$ cat src/rtl/countdown_timer_pkg.sv
// Shared types and defaults for the countdown timer: state encoding,
// field limits and the {milis, micros, nanos} time triple.
package countdown_timer_pkg;

  localparam int FW         = 10;
  localparam int NS_MAX_DEF = 999;
  localparam int US_MAX_DEF = 999;
  localparam int MS_MAX     = 999;

  typedef enum logic [1:0] {
    IDLE = 2'd0,
    RUN  = 2'd1,
    DONE = 2'd2
  } state_t;

  typedef struct packed {
    logic [FW-1:0] ms;
    logic [FW-1:0] us;
    logic [FW-1:0] ns;
  } time_t;

  function automatic logic [FW-1:0] sat(input logic [FW-1:0] v, input logic [FW-1:0] max);
    return (v > max) ? max : v;
  endfunction

endpackage

$ cat src/rtl/countdown_timer_if.sv
// Control/status bundle of the countdown timer; master drives the load
// and control inputs, slave (the timer) returns status and remaining time.
interface countdown_timer_if;
  import countdown_timer_pkg::*;

  logic          start;
  logic          cancel;
  logic [FW-1:0] load_milis;
  logic [FW-1:0] load_micros;
  logic          busy;
  logic          expired;
  logic          done;
  logic [FW-1:0] rem_milis;
  logic [FW-1:0] rem_micros;
  logic [FW-1:0] rem_nanos;

  modport master (
    output start, cancel, load_milis, load_micros,
    input  busy, expired, done, rem_milis, rem_micros, rem_nanos
  );

  modport slave (
    input  start, cancel, load_milis, load_micros,
    output busy, expired, done, rem_milis, rem_micros, rem_nanos
  );

endinterface

$ cat src/rtl/countdown_timer_time_decrement.sv
// Combinational borrow-chain decrement of a time triple by one nanos unit.
// zero flags that the result is zero; a zero input holds at zero.
module time_decrement
  import countdown_timer_pkg::*;
#(
  parameter int NS_MAX = NS_MAX_DEF,
  parameter int US_MAX = US_MAX_DEF
) (
  input  time_t cur,
  output time_t nxt,
  output logic  zero
);

  always_comb begin
    nxt = cur;
    if (cur.ns != '0) begin
      nxt.ns = cur.ns - 1'b1;
    end else if (cur.us != '0) begin
      nxt.ns = FW'(NS_MAX);
      nxt.us = cur.us - 1'b1;
    end else if (cur.ms != '0) begin
      nxt.ns = FW'(NS_MAX);
      nxt.us = FW'(US_MAX);
      nxt.ms = cur.ms - 1'b1;
    end
    zero = (nxt == '0);
  end

endmodule

$ cat src/rtl/countdown_timer.sv
// Countdown timer over a {milis, micros, nanos} triple, one nanos per CLK edge.
// Define COUNTDOWN_TIMER_AUTORELOAD_EN for periodic mode (reload on expiry).
module countdown_timer
  import countdown_timer_pkg::*;
#(
  parameter int NS_MAX = NS_MAX_DEF,
  parameter int US_MAX = US_MAX_DEF
) (
  input logic          CLK,
  input logic          reset,
  countdown_timer_if.slave bus
);

  state_t state, state_nxt;
  time_t  rem, rem_dec, load_val, exp_val;
  logic   rem_zero;
  logic   expired_q;

  always_comb begin
    load_val.ms = sat(bus.load_milis, FW'(MS_MAX));
    load_val.us = sat(bus.load_micros, FW'(US_MAX));
    load_val.ns = '0;
  end

  time_decrement #(.NS_MAX(NS_MAX), .US_MAX(US_MAX)) u_dec (
    .cur  (rem),
    .nxt  (rem_dec),
    .zero (rem_zero)
  );

`ifdef COUNTDOWN_TIMER_AUTORELOAD_EN
  localparam bit AUTO = 1'b1;
  time_t reload;

  always_ff @(posedge CLK or negedge reset) begin
    if (!reset)         reload <= '0;
    else if (bus.start) reload <= load_val;
  end

  assign exp_val = reload;
`else
  localparam bit AUTO = 1'b0;
  assign exp_val = '0;
`endif

  // state register
  always_ff @(posedge CLK or negedge reset) begin
    if (!reset) state <= IDLE;
    else        state <= state_nxt;
  end

  // next state; start outranks cancel so a simultaneous pair restarts
  always_comb begin
    state_nxt = state;
    case (state)
      IDLE: if (bus.start) state_nxt = RUN;
      RUN: begin
        if (bus.start)       state_nxt = RUN;
        else if (bus.cancel) state_nxt = IDLE;
        else if (rem_zero)   state_nxt = AUTO ? RUN : DONE;
      end
      DONE: begin
        if (bus.start)       state_nxt = RUN;
        else if (bus.cancel) state_nxt = IDLE;
      end
      default: state_nxt = IDLE;
    endcase
  end

  // outputs
  always_comb begin
    bus.busy = (state == RUN);
    bus.done = (state == DONE);
  end

  // remaining time and expiry pulse; the edge that takes rem to zero expires
  always_ff @(posedge CLK or negedge reset) begin
    if (!reset) begin
      rem       <= '0;
      expired_q <= 1'b0;
    end else begin
      expired_q <= 1'b0;
      if (bus.start) begin
        rem <= load_val;
      end else if (state == RUN && !bus.cancel) begin
        if (rem_zero) begin
          expired_q <= 1'b1;
          rem       <= exp_val;
        end else begin
          rem <= rem_dec;
        end
      end else begin
        rem <= '0;
      end
    end
  end

  assign bus.expired    = expired_q;
  assign bus.rem_milis  = rem.ms;
  assign bus.rem_micros = rem.us;
  assign bus.rem_nanos  = rem.ns;

endmodule

$ cat src/flat_wrapper.sv
// flat-port wrapper written by rule: the top's interface ports become plain ports
module countdown_timer_flat import countdown_timer_pkg::*;
#(
  parameter int NS_MAX = NS_MAX_DEF,
  parameter int US_MAX = US_MAX_DEF
)
  (CLK, reset, bus_start, bus_cancel, bus_load_milis, bus_load_micros, bus_busy, bus_expired, bus_done, bus_rem_milis, bus_rem_micros, bus_rem_nanos);
  countdown_timer_if bus_i ();
  input logic CLK;
  input logic reset;
  input wire logic [$bits(bus_i.start)-1:0] bus_start;
  input wire logic [$bits(bus_i.cancel)-1:0] bus_cancel;
  input wire logic [$bits(bus_i.load_milis)-1:0] bus_load_milis;
  input wire logic [$bits(bus_i.load_micros)-1:0] bus_load_micros;
  output wire logic [$bits(bus_i.busy)-1:0] bus_busy;
  output wire logic [$bits(bus_i.expired)-1:0] bus_expired;
  output wire logic [$bits(bus_i.done)-1:0] bus_done;
  output wire logic [$bits(bus_i.rem_milis)-1:0] bus_rem_milis;
  output wire logic [$bits(bus_i.rem_micros)-1:0] bus_rem_micros;
  output wire logic [$bits(bus_i.rem_nanos)-1:0] bus_rem_nanos;
  assign bus_i.start = bus_start;
  assign bus_i.cancel = bus_cancel;
  assign bus_i.load_milis = bus_load_milis;
  assign bus_i.load_micros = bus_load_micros;
  assign bus_busy = bus_i.busy;
  assign bus_expired = bus_i.expired;
  assign bus_done = bus_i.done;
  assign bus_rem_milis = bus_i.rem_milis;
  assign bus_rem_micros = bus_i.rem_micros;
  assign bus_rem_nanos = bus_i.rem_nanos;
  countdown_timer #(.NS_MAX(NS_MAX), .US_MAX(US_MAX)) u_core (.CLK(CLK), .reset(reset), .bus(bus_i));
endmodule
$ cat config.mk
export PLATFORM = sky130hd
export DESIGN_NAME = countdown_timer_flat
export DESIGN_NICKNAME = d
export VERILOG_FILES = /design/src/rtl/countdown_timer_pkg.sv /design/src/rtl/countdown_timer_if.sv /design/src/rtl/countdown_timer_time_decrement.sv /design/src/rtl/countdown_timer.sv /design/src/flat_wrapper.sv
export SDC_FILE = /design/constraint.sdc
export NUM_CORES = 1
export LEC_CHECK = 0
export CAP_MARGIN = 10
export CORE_ASPECT_RATIO = 0.8
export CORE_MARGIN = 1.5
export CORE_UTILIZATION = 35
export DETAILED_ROUTE_END_ITERATION = 8
export PLACE_DENSITY = 0.66
export SETUP_SLACK_MARGIN = 0.05
export SYNTH_ARGS = -nofsm -noshare
export SYNTH_HDL_FRONTEND = slang
export SYNTH_SLANG_ARGS = --single-unit
$ cat constraint.sdc
create_clock -name CLK -period 4 [get_ports CLK]
set_input_delay 0.8 -clock CLK [delete_from_list [all_inputs] [get_ports CLK]]
set_output_delay 0.8 -clock CLK [all_outputs]
set_load 0.005 [all_outputs]
**After elaboration in Yosys (flattened, before gate mapping)**

Cells that the tools add are included.

- Flip-flop bits (word level): 33
- Bits of input ports: 24
- Output and inout port bits: 33
- Word-level logic and storage cells: 43

- Add/sub/neg operators: 3
- Magnitude comparators: 2
- Equality and inequality tests: 5
- Mux-type cells: 20
- Reductions and logical operators: 8

Operators with widths:

| operator | number |
|---|---|
| 30-bit two-way mux | 4 |
| 10-bit two-way mux | 4 |
| 20-bit two-way mux | 2 |
| 30-bit zero test | 1 |
| 10-bit nonzero test | 3 |
| 10-bit by 1-bit subtractor with 10-bit output (second input constant) | 3 |
| 10-bit > comparator (second input constant) | 2 |
| 2-bit two-way mux | 6 |
| 2-bit one-hot mux with 3 select lines | 1 |
| 4-bit by 3-bit inequality test with 1-bit output (second input constant) | 1 |
| 1-bit two-way mux | 3 |
| 3-bit inequality test (second input constant) | 1 |
| 3-bit AND reduction | 1 |
| 2-bit by 1-bit equality test with 1-bit output (second input constant) | 1 |
| 2-bit equality test (second input constant) | 1 |
| 2-bit zero test | 1 |
| 2-bit inequality test (second input constant) | 1 |
| 1-bit logical AND | 1 |
| 1-bit zero test | 1 |

**Logic depth before layout (Yosys ltp)**

- Depth after elaboration: 9
- Mapped depth: 12
- Depth with buffers taken out: 10

**Hierarchy**

A second synthesis with hierarchy kept.

- Cells, all modules: 254
- Area total of the unflattened synthesis: 2,337.2 um2

By module, submodules not included:

| module | times used | cells each | area each (um2) | sequential area each (um2) |
|---|---|---|---|---|
| countdown_timer | 1 | 86 | 1,227.4 | 825.8 |
| time_decrement | 1 | 168 | 1,109.8 | 0.0 |

**Least setup slack after synthesis**

Ideal clock, no wire load.

- Path kind: register -> register
- From: register u_core.rem, in the netlist u_core.bus.rem_nanos[0]
- To: register u_core.rem, in the netlist u_core.bus.rem_nanos[7]
- Setup time: 143 ps
- Arrival time: 3,150 ps
- Data required time: 3,857 ps
- Path slack: 707 ps
- Stages on the path, launching flop included: 13
- Path buffers: 2
- Clock period less this slack: 3,293 ps
- Cell sequence: dfrtp_1 inv_1 ha_1 or3b_2 clkbuf_1 o32ai_1 a32oi_1 or3_1 or4_1 or4_1 o21ai_2 buf_4 a211oi_1

- Longest elaborated chain between the ends: 7
- Elaborated cells between the ends (all ways): 10
- Those cells by class: 1 x add/sub; 7 x mux; 2 x reduce/logical

Ends and longest elaborated chain:

| what | line | RTL |
|---|---|---|
| start: declaration | countdown_timer.sv:15 | `time_t rem, rem_dec, load_val, exp_val;` |
| start signal: assignment | countdown_timer.sv:84 | `rem <= load_val;` |
| start signal: assignment | countdown_timer.sv:88 | `rem <= exp_val;` |
| start signal: assignment | countdown_timer.sv:90 | `rem <= rem_dec;` |
| branches (longest 4 deep; another with 10-bit by 1-bit subtractor with 10-bit output) | n/a |  |
| 30-bit two-way mux (*) | countdown_timer.sv:86 | `if (rem_zero) begin` |
| 30-bit two-way mux (*) | countdown_timer.sv:85 | `end else if (state == RUN && !bus.cancel) begin` |
| 30-bit two-way mux (*) | countdown_timer.sv:83 | `if (bus.start) begin` |

Mark *: on every way between the ends.
A chain may end at the register's enable or synchronous reset.

**Worst setup path in the final report**

- From: register u_core.rem, in the netlist u_core.bus.rem_milis[0]
- To: register u_core.rem, in the netlist u_core.bus.rem_nanos[9]

- Longest elaborated chain between the ends: 8
- Elaborated cells between the ends (all ways): 11
- Those cells by class: 1 x add/sub; 8 x mux; 2 x reduce/logical

Ends and longest elaborated chain:

| what | line | RTL |
|---|---|---|
| 10-bit by 1-bit subtractor with 10-bit output / 10-bit nonzero test (equally long branches) | countdown_timer_time_decrement.sv:24, countdown_timer_time_decrement.sv:21 |  |
| 30-bit two-way mux | countdown_timer_time_decrement.sv:21 | `end else if (cur.ms != '0) begin` |
| 10-bit two-way mux / 20-bit two-way mux (equally long branches) | countdown_timer_time_decrement.sv:18 | `end else if (cur.us != '0) begin` |
| 20-bit two-way mux / 10-bit two-way mux (equally long branches) | countdown_timer_time_decrement.sv:16 | `if (cur.ns != '0) begin` |
| 30-bit zero test | countdown_timer_time_decrement.sv:26 | `zero = (nxt == '0);` |
| 30-bit two-way mux (*) | countdown_timer.sv:86 |  |
| 30-bit two-way mux (*) | countdown_timer.sv:85 |  |
| 30-bit two-way mux (*) | countdown_timer.sv:83 |  |

Every way passes the cells marked *; elsewhere a longest branch is shown, timed or not.

==> results.sh <==
export IMPL_syn_avg_cell_area_sq_um=8.54
export IMPL_synth_cells=271
export IMPL_drt_vias_per_instance=5.98
export IMPL_powerDensity_nw_per_um2=319
export IMPL_synth_edff_count=0
export IMPL_num_vias=2499
export IMPL_grt_use_total_pct=21.3
export IMPL_htreeDepth=2
export IMPL_grt_max_degree=34
export IMPL_cts_resized_gates=0
export IMPL_fin_skew_ps=7.66
export IMPL_die_x_um=93.9
export IMPL_place_ws_ps=269
export IMPL_startpoint="u_core.bus.rem_milis[0]$_DFF_PN0_"
export IMPL_hold_viol_final=0
export IMPL_r2r_end="u_core.bus.rem_nanos[9]$_DFF_PN0_"
export IMPL_ys_seq_area_share_pct=35.7
export IMPL_antenna_cells=0
export IMPL_post_cts_buffers=0
export IMPL_finalInstanceArea_sq_um=3090
export IMPL_nets=361
export IMPL_hold_class="flip-flop to flip-flop"
export IMPL_grt_pass1_wl_um=11400
export IMPL_portBuffers=56
export IMPL_critPathBufInv=1
export IMPL_cp_max_fo=11
export IMPL_holdBufCountCts=0
export IMPL_root_buffer="clkbuf_8"
export IMPL_r2r_cells=10
export IMPL_min_period_over_period_pct=94.0
export IMPL_vdd_ir_drop_worst_mv=0.174
export IMPL_required_ps=4150
export IMPL_place_area_sq_um=3010
export IMPL_layout_drive_gt1_share_pct=8.38
export IMPL_wl_per_cell_um=17.2
export IMPL_netlist_area_sq_um=2310
export IMPL_ys_types=56
export IMPL_area_growth_pct=33.5
export IMPL_clk_pin_slew_ps=70
export IMPL_synth_seq_cells=33
export IMPL_endpoint_kind="flip-flop"
export IMPL_first_pass_iters=5
export IMPL_tns_ps=0
export IMPL_grt_ovfl_total=0
export IMPL_rows=26
export IMPL_cts_tree="done"
export IMPL_cp_top_family="simple AND/OR/NAND/NOR gates"
export IMPL_max_slew_worst_pin_slew_ps=748
export IMPL_start_util_pct=36.3
export IMPL_fmax_ghz=0.266
export IMPL_grt_pass1_vias=2263
export IMPL_synth_ff_type="dfrtp_1"
export IMPL_startpoint_type="flip-flop"
export IMPL_path_cells="inv_1 > ha_1 > or3b_1 > or4_1 > nor3_1 > o2111ai_1 > or4_1 > or4_1 > o21ai_2 > a311oi_1"
export IMPL_cts_sinks=33
export IMPL_slew_violations=0
export IMPL_finalWorstSetupSlack_ps=239
export IMPL_coreArea_sq_um=6380
export IMPL_critical_path_class="flip-flop to flip-flop"
export IMPL_ys_warn_count=0
export IMPL_die_y_um=75.7
export IMPL_arrival_ps=3910
export IMPL_worstSetupEndpoint="u_core.bus.rem_nanos[9]$_DFF_PN0_"
export IMPL_min_period_ps=3760
export IMPL_die_area_sq_um=7110
export IMPL_setup_viol=0
export IMPL_crit_top_cell="or4_1"
export IMPL_nFillCells=651
export IMPL_place_congestion=0.960
export IMPL_clk_latency_ps=290
export IMPL_fin_cells=418
export IMPL_ff2ff_setup_slack_ps=240
export IMPL_drv_cap=0
export IMPL_postRouteWirelength_um=7170
export IMPL_critical_path_slowest_cell="or4_1"
export IMPL_numCtsBuffers=5
export IMPL_final_common_cell="clkdlybuf4s50_1"
export IMPL_cpPeakStageDelay_ps=600
export IMPL_timing_rr_start="u_core.bus.rem_milis[0]$_DFF_PN0_"
export IMPL_syn_nets=299
export IMPL_crit_cells=10
export IMPL_p_leak_nw=1.21
export IMPL_dp_final_hpwl_um=5370
export IMPL_drtAntennaViolNets=0
export IMPL_cts_max_path_buffers=2
export IMPL_antenna_found_initial=0
export IMPL_route_detailed_drc=0
export IMPL_async_reset_ff_share_pct=100
export IMPL_first_iter_violations=247
export IMPL_status="completed"
export IMPL_post_place_cells=410
export IMPL_maxSlewHeadroom_pct=49.7
export IMPL_rsz0062_at_grt="no"
export IMPL_num_io_pins=57
export IMPL_most_common_layout_cells="clkdlybuf4s50_1, dfrtp_1, nand2_1"
worst min-delay path: stages, from the launching register on:
cell and delay (ps):
dfrtp_1 350, nand2_1 50, nand2_1 80, nand2_1 50
routing by layer:
layer | global-route usage [%] | share of wire, % | wire, um
met2 | 32.0 | 44 | 3130
met3 | 3.99 | 7.8 | 560
met4 | 7.46 | 1.2 | 83
met1 | 30.8 | 47 | 3400
met5 | 0 | 0 | 0
power breakdown:
group / leakage [nW] / internal (mW) / switching [mW] / total (mW)
Clock: 0.0395 / 0.124 / 0.126 / 0.250
Combinational: 0.738 / 0.159 / 0.179 / 0.338
Sequential: 0.430 / 0.355 / 0.0417 / 0.397
logic make-up (layout without fill, tap and decap cells):
logic type,count (synthesis),count (layout),share of synthesized area (%)
mux,3,3,1.30
flops,33,33,35.7
compound gates,80,80,23.6
xor+xnor,10,10,3.78
buf+inv,21,84,3.57
fa+ha+maj,4,4,2.16
simple gates,120,120,29.9
per-stage QoR:
stage	utilization (%)	hold WS [ps]	power, mW
after detailed placement	47.2	574	0.731
after global placement	47.2	582	0.733
after floorplan	-	504	0.586
after global routing	48.5	607	1.03
after CTS	48.5	573	0.985
final	48.5	566	0.985
worst min path at each step:
| stage | startpoint | end | slack [ps] | cells past startpoint |
|---|---|---|---|---|
| after global placement | u_core.state[1]$_DFFE_PN0P_ | u_core.state[0]$_DFFE_PN0P_ | 580 | 3 |
| after global routing | u_core.state[1]$_DFFE_PN0P_ | u_core.state[0]$_DFFE_PN0P_ | 610 | 3 |
| after detailed placement | u_core.state[1]$_DFFE_PN0P_ | u_core.state[0]$_DFFE_PN0P_ | 570 | 3 |
| after CTS | u_core.state[1]$_DFFE_PN0P_ | u_core.state[0]$_DFFE_PN0P_ | 570 | 3 |
| after floorplan | reset | u_core.bus.expired$_DFF_PN0_ | 500 | 0 |
| final | u_core.state[1]$_DFFE_PN0P_ | u_core.state[0]$_DFFE_PN0P_ | 570 | 3 |
Yosys cell counts, types with 2 or more instances:
library cell  instances  area share, %
a22o_1                2           0.76
nor2_1               18            2.9
inv_1                10            1.6
a31oi_1               3           0.81
o22ai_1               3           0.81
and2_1                2           0.54
a311oi_1              3            1.1
nand3_1               9            1.9
o211ai_1              2           0.65
o21a_1                2           0.65
nor4_4                2            1.8
nor3b_2               2            1.1
mux2i_1               3            1.3
clkbuf_1             10            1.6
nor3_1               10            2.2
nor4_1                8            2.2
or2_2                 3           0.81
nand4_1               6            1.6
xor2_1                7            2.6
or4_4                 2           0.97
nand2b_1              2           0.54
and3_1                4            1.1
or4_1                 6            1.9
a21o_1                2           0.65
o21ai_0              25            5.4
or3_1                 7            1.9
o31a_1                3            1.1
a21oi_1              11            2.4
xnor2_1               3            1.1
ha_1                  4            2.2
o2111ai_1             4            1.5
and4_1                2           0.76
o2111a_1              2           0.97
dfrtp_1              33             36
a211oi_1              4            1.3
nor2b_1               4            1.1
nand2_1              27            4.4
o31ai_1               3           0.97
flip-flops by register name (all words and copies together), names as in the netlist:
signal	count
u_core.state	2
u_core.bus.rem_milis	10
u_core.bus.expired	1
u_core.bus.rem_micros	10
u_core.bus.rem_nanos	10
area by class of cell:
class	count	area (sq um)	share of cell area (%)
flip-flops and latches	33	826	26.7
inverters	10	37.5	1.21
well taps	84	105	3.40
multi-input cells	217	1410	45.5
repair buffers	66	636	20.6
clock buffers	8	80.1	2.59
Note: power is estimated with default switching activity, not from simulation.
